## src/rtl/mux_pkg.sv

```systemverilog
// Shared definitions for the N-to-1 registered selector: default sizes,
// the mode encoding and the modulo-N pointer increment.
package mux_pkg;

   localparam int MUX_WIDTH_DEF = 32;
   localparam int MUX_N_DEF     = 4;

   typedef enum logic {
      MUX_SEL = 1'b0,
      MUX_RR  = 1'b1
   } mux_mode_e;

   // Explicit wrap so non-power-of-two channel counts cycle correctly.
   function automatic int wrap_inc(input int idx, input int n);
      return (idx + 1 >= n) ? 0 : idx + 1;
   endfunction

endpackage

```

## src/rtl/rr_arbiter.sv

```systemverilog
// Combinational round-robin picker: grants the first requester found when
// searching from ptr upwards, modulo N.
module rr_arbiter #(
   parameter  int N     = 4,
   localparam int SEL_W = $clog2(N)
) (
   input  logic [N-1:0]     req,
   input  logic [SEL_W-1:0] ptr,
   output logic [SEL_W-1:0] gnt_idx,
   output logic             gnt_vld
);

   always_comb begin
      int best;
      int off;
      gnt_idx = '0;
      gnt_vld = 1'b0;
      best    = N;
      off     = 0;
      // Distance of each channel from the pointer; the closest requester wins.
      for (int i = 0; i < N; i++) begin
         off = (i >= int'(ptr)) ? (i - int'(ptr)) : (i - int'(ptr) + N);
         if (req[i] && (off < best)) begin
            best    = off;
            gnt_idx = SEL_W'(i);
            gnt_vld = 1'b1;
         end
      end
   end

endmodule

```

## src/rtl/mux_nt1_rr.sv

```systemverilog
// N-to-1 registered selector with per-channel valid/ready, explicit select
// or round-robin; round-robin is built only when MUX_NT1_RR_EN is defined.
module mux_nt1_rr
   import mux_pkg::*;
#(
   parameter  int WIDTH = MUX_WIDTH_DEF,
   parameter  int N     = MUX_N_DEF,
   localparam int SEL_W = $clog2(N)
) (
   input  logic               clk,
   input  logic               rst_n,
   input  logic               mode,
   input  logic [SEL_W-1:0]   sel,
   input  logic [N-1:0]       in_valid,
   input  logic [N*WIDTH-1:0] in_data,
   output logic [N-1:0]       in_ready,
   output logic               out_valid,
   output logic [WIDTH-1:0]   out_data,
   output logic [SEL_W-1:0]   out_ch,
   input  logic               out_ready
);

   // Handshake: a channel transfers when in_valid[i] && in_ready[i]; the
   // output drains when out_valid && out_ready, and both may happen together.

   logic             w_load;
   logic             w_sel_vld;
   logic             w_gnt_vld;
   logic             w_xfer;
   logic [SEL_W-1:0] w_gnt_idx;
   logic [WIDTH-1:0] w_gnt_data;

   logic             r_out_valid;
   logic [WIDTH-1:0] r_out_data;
   logic [SEL_W-1:0] r_out_ch;

   assign w_load = !r_out_valid || out_ready;

   // An out-of-range sel matches no channel and therefore grants nothing.
   always_comb begin
      w_sel_vld = 1'b0;
      for (int i = 0; i < N; i++) begin
         if ((sel == SEL_W'(i)) && in_valid[i]) w_sel_vld = 1'b1;
      end
   end

`ifdef MUX_NT1_RR_EN
   logic             w_rr_mode;
   logic             w_rr_vld;
   logic [SEL_W-1:0] w_rr_idx;
   logic [SEL_W-1:0] r_rr_ptr;

   rr_arbiter #(.N(N)) u_rr_arbiter (
      .req     (in_valid),
      .ptr     (r_rr_ptr),
      .gnt_idx (w_rr_idx),
      .gnt_vld (w_rr_vld)
   );

   assign w_rr_mode = (mux_mode_e'(mode) == MUX_RR);
   assign w_gnt_idx = w_rr_mode ? w_rr_idx : sel;
   assign w_gnt_vld = w_rr_mode ? w_rr_vld : w_sel_vld;

   // Pointer survives explicit-select periods; only round-robin wins move it.
   always_ff @(posedge clk or negedge rst_n) begin
      if (!rst_n) begin
         r_rr_ptr <= '0;
      end else if (w_xfer && w_rr_mode) begin
         r_rr_ptr <= SEL_W'(wrap_inc(int'(w_gnt_idx), N));
      end
   end
`else
   logic w_unused_mode;
   assign w_unused_mode = mode;
   assign w_gnt_idx     = sel;
   assign w_gnt_vld     = w_sel_vld;
`endif

   assign w_xfer = w_gnt_vld && w_load;

   always_comb begin
      in_ready   = '0;
      w_gnt_data = '0;
      for (int i = 0; i < N; i++) begin
         if (w_gnt_idx == SEL_W'(i)) begin
            in_ready[i] = w_load && w_gnt_vld;
            w_gnt_data  = in_data[i*WIDTH +: WIDTH];
         end
      end
   end

   always_ff @(posedge clk or negedge rst_n) begin
      if (!rst_n) begin
         r_out_valid <= 1'b0;
         r_out_data  <= '0;
         r_out_ch    <= '0;
      end else if (w_xfer) begin
         r_out_valid <= 1'b1;
         r_out_data  <= w_gnt_data;
         r_out_ch    <= w_gnt_idx;
      end else if (out_ready) begin
         r_out_valid <= 1'b0;
      end
   end

   assign out_valid = r_out_valid;
   assign out_data  = r_out_data;
   assign out_ch    = r_out_ch;

endmodule
```

## config.mk

```make
export PLATFORM = sky130hd
export DESIGN_NAME = mux_nt1_rr
export DESIGN_NICKNAME = d
export VERILOG_FILES = /design/src/rtl/mux_pkg.sv /design/src/rtl/rr_arbiter.sv /design/src/rtl/mux_nt1_rr.sv
export SDC_FILE = /design/constraint.sdc
export NUM_CORES = 1
export LEC_CHECK = 0
export ABC_AREA = 1
export CAP_MARGIN = 20
export CORE_UTILIZATION = 36
export DETAILED_ROUTE_END_ITERATION = 12
export PLACE_DENSITY = 0.86
export SETUP_SLACK_MARGIN = 0.1
export SLEW_MARGIN = 25
export SYNTH_ARGS = -nofsm -noshare
export SYNTH_HDL_FRONTEND = slang
export SYNTH_HIERARCHICAL = 1
export SYNTH_SLANG_ARGS = --single-unit
```

## constraint.sdc

```tcl
create_clock -name clk -period 2.55 [get_ports clk]
set_input_delay 0.3825 -clock clk [delete_from_list [all_inputs] [get_ports clk]]
set_output_delay 0.3825 -clock clk [all_outputs]
set_load 0.005 [all_outputs]
```

==> load_flow_metrics.sql <==
INSERT INTO impl_metrics (metric_group, metric, value, unit) VALUES
('run_status', 'run_status', 'completed', ''),
('floorplan', 'initial_utilization', '0.3757', ''),
('yosys', 'yosysTopAreaCell', 'sky130_fd_sc_hd__dfrtp_1', ''),
('floorplan', 'ioPinCount', '177', ''),
('placed_design', 'dpl.hpwl', '6.001', 'mm'),
('hold_path', 'hold_path.class', 'in -> async', ''),
('clock_tree', 'cts_root_buf', 'sky130_fd_sc_hd__clkbuf_8', ''),
('clock_tree', 'cts.htree.levels', '2', ''),
('route', 'dr_total_vias', '2836', ''),
('layout', 'diode_count', '0', ''),
('layout', 'fillers', '480', ''),
('yosys', 'netlist_top_cells_area', 'sky130_fd_sc_hd__dfrtp_1 (39%), sky130_fd_sc_hd__nand2_1 (39%), sky130_fd_sc_hd__nand4_1 (8.9%), sky130_fd_sc_hd__buf_6 (4.0%), sky130_fd_sc_hd__buf_2 (2.0%)', ''),
('layout', 'area_of_combinational_cells_with_multiple_inputs', '1199', 'µm²'),
('layout', 'regArea', '875.8', 'µm²'),
('critical_path', 'worstSetupPathType', 'in -> out', ''),
('placed_design', 'placed_cells_incl_taps', '585', ''),
('critical_path', 'worst-path-max-fanout', '8', ''),
('power_and_ir_drop', 'vdd_ir_drop_max', '0.2906', 'mV'),
('yosys', 'synth.yosys.seq_area_share', '0.3891', ''),
('sta', 'maxSlewViolCount', '0', ''),
('yosys', 'synthesis.instances', '345', ''),
('route', 'routed_via_density', '4.758', ''),
('sta', 'setup-violations-final', '0', ''),
('sta', 'maxSlewHeadroom', '0.4931', ''),
('layout', 'finalNonFillerCells', '596', ''),
('yosys', 'mappedNetlistArea', '2251', 'µm²'),
('sta', 'worst_pin_slew', '0.7604', 'ns'),
('layout', 'area.growth.synth_to_final', '86.05', '%'),
('sta', 'finalHoldViolations', '0', ''),
('power_and_ir_drop', 'power_report.internal_total', '1.580', 'mW'),
('sta', 'finClkSkew', '0.004886', 'ns'),
('yosys', 'synth.lib_cells_used.distinct', '16', ''),
('sta', 'clock.fmax', '415.9', 'MHz'),
('grt', 'first_global_vias', '2627', ''),
('yosys', 'yosysTopAreaCellShare', '0.3891', ''),
('yosys', 'ys_ff_latch', '35', ''),
('sta', 'layout_setup_ws', '0.1455', 'ns'),
('critical_path', 'worst_setup_path_end_kind', 'output pin', ''),
('clock_tree', 'tritoncts_buffer_count', '5', ''),
('grt', 'maximum_number_of_pins_on_one_net_before_global_route_repair', '36', ''),
('route', 'post-route-drc-count', '0', ''),
('grt', 'grt_util_all_layers', '0.2329', ''),
('clock_tree', 'cts.hold.buffers_added', '0', ''),
('clock_tree', 'cts.clk_slew.worst_paths', '0.07', 'ns'),
('yosys', 'yosysWarnings', '6', ''),
('clock_tree', 'cts_tree', 'built', ''),
('sta', 'layout_min_cycle_time', '2.405', 'ns'),
('placed_design', 'place_congestion', '0.8079', ''),
('route', 'drtIter0Drc', '52', ''),
('layout', 'nets', '658', ''),
('power_and_ir_drop', 'power.share.clock', '0.272', ''),
('route', 'detail_route.first_pass.iterations', '4', ''),
('power_and_ir_drop', 'power-per-cell-area', '515.2', 'nW/µm²'),
('floorplan', 'die_h', '81.07', 'µm'),
('floorplan', 'row_count', '28', ''),
('sta', 'rsz_0062_raised_after_global_routing', 'true', ''),
('route', 'route.final.wire_length', '7.721', 'mm'),
('critical_path', 'required', '2.17', 'ns'),
('grt', 'grt_antenna_before_repair', '0', ''),
('floorplan', 'die_width', '81.07', 'µm'),
('power_and_ir_drop', 'p_leak', '1.941', 'nW'),
('yosys', 'syn_nets', '483', ''),
('grt', 'grt_pass1_wl', '11.70', 'mm'),
('power_and_ir_drop', 'power.share.switching', '0.2678', ''),
('yosys', 'synth_area_per_cell', '6.524', 'µm²'),
('placed_design', 'dp_worst_setup_slack', '0.09976', 'ns'),
('flow_run', 'cap_viol_max_count', '0', ''),
('clock_tree', 'clock-sinks', '35', ''),
('power_and_ir_drop', 'logic_gate_share_of_total_power', '0.379', ''),
('critical_path', 'start_kind', 'input pin', ''),
('grt', 'grt_remaining_overflow', '0', '');
cell usage after synthesis (all sizes together):
cell	count
nand3	5
nand4	32
nor2	10
clkbuf	3
dfrtp	35
inv	8
o21ai	1
nand2	234
buf	17
repair_timing:
item | in CTS | in global routing
pin swaps | 0 | 2
endpoints found under the setup margin | 2 | 2
setup buffers | 0 | 3
gates resized for setup | 2 | 2
path summary, 6_finish.rpt:
| kind | from | endpoint | slack, ns | cells past startpoint |
|---|---|---|---|---|
| max | sel[1] | in_ready[0] | 0.15 | 9 |
| min | rst_n | out_data[27]$_DFFE_PN0P_ | 0.17 | 1 |
| max reg2reg | out_valid$_DFFE_PN0P_ | out_data[28]$_DFFE_PN0P_ | 1.19 | 5 |
| min reg2reg | out_ch[1]$_DFFE_PN0P_ | out_ch[1]$_DFFE_PN0P_ | 0.47 | 2 |
| max in group asynchronous | rst_n | out_data[2]$_DFFE_PN0P_ | 1.90 | 1 |
| min in group clk | out_ch[1]$_DFFE_PN0P_ | out_ch[1]$_DFFE_PN0P_ | 0.47 | 2 |
critical path, cell delays in order:
cell and delay [ns]:
sky130_fd_sc_hd__clkdlybuf4s50_1 0.47, sky130_fd_sc_hd__buf_6 0.15, sky130_fd_sc_hd__inv_2 0.06, sky130_fd_sc_hd__nand3_2 0.06, sky130_fd_sc_hd__nand2_2 0.06, sky130_fd_sc_hd__buf_4 0.14
sky130_fd_sc_hd__o21ai_4 0.17, sky130_fd_sc_hd__nor2_1 0.06, sky130_fd_sc_hd__clkdlybuf4s50_1 0.47
cells by family (layout without fill, tap and decap cells):
family,after synthesis,after routing,share of synthesized area
AO/OA/AOI/OAI,1,1,0.007228
flip-flops,35,35,0.3891
AND/OR/NAND/NOR,281,281,0.5253
buffers and inverters,28,204,0.07838
metal layers:
layer  routed length, µm  global-route usage  up-vias
met2                4026              0.4462      117
met1                2936              0.2489     1276
met4                  86             0.06964        0
met3                 671             0.05618       10
met5                   0                   0        -
li1                    -                   -     1433
per-stage QoR:
stage | hold WS, ns | cell area (µm²) | power, mW | util
global route | 0.2289 | 4188 | 2.287 | 0.6990
finish | 0.1732 | 4188 | 2.157 | 0.6990
global placement | 0.4613 | 4020 | 1.553 | 0.6711
floorplan | 0.08691 | 2251 | 1.033 | -
CTS | 0.1958 | 4160 | 2.175 | 0.6944
detailed placement | 0.4592 | 4020 | 1.578 | 0.6711
sequential cells by signal, indices dropped and copies added, names as in the netlist:
signal     count
out_data      32
out_ch         2
out_valid      1
power by group through the flow:
stage                     sequential (mW)  clock, mW  combinational (mW)
after CTS                           0.752      0.600               0.823
after global routing                0.768      0.623               0.896
after global placement              0.752          0               0.802
final                               0.752      0.588               0.818
after floorplan                     0.767          0               0.266
after detailed placement            0.760          0               0.818
cell usage in the layout (no fill, tap or decap):
master	n
sky130_fd_sc_hd__nand3_1	4
sky130_fd_sc_hd__buf_4	11
sky130_fd_sc_hd__nand2_1	232
sky130_fd_sc_hd__clkdlybuf4s50_1	172
sky130_fd_sc_hd__inv_1	6
sky130_fd_sc_hd__o21ai_4	1
sky130_fd_sc_hd__dfrtp_1	35
sky130_fd_sc_hd__nor2_2	3
sky130_fd_sc_hd__nor2_8	1
sky130_fd_sc_hd__buf_6	2
sky130_fd_sc_hd__clkbuf_1	1
sky130_fd_sc_hd__bufinv_16	2
sky130_fd_sc_hd__nor2_4	1
sky130_fd_sc_hd__nor2_1	5
sky130_fd_sc_hd__nand4_1	32
sky130_fd_sc_hd__dlymetal6s2s_1	2
sky130_fd_sc_hd__clkbuf_8	5
sky130_fd_sc_hd__nand3_2	1
sky130_fd_sc_hd__inv_2	2
sky130_fd_sc_hd__buf_2	1
sky130_fd_sc_hd__nand2_2	2
area by class of cell:
class | count | area share
clock buffers | 6 | 0.01733
clock inverters | 2 | 0.01434
inverters | 8 | 0.007171
multi-input cells | 282 | 0.2862
flip-flops and latches | 35 | 0.2091
well taps | 75 | 0.02241
repair buffers | 188 | 0.4434
Power figures use the tool's default switching activity.
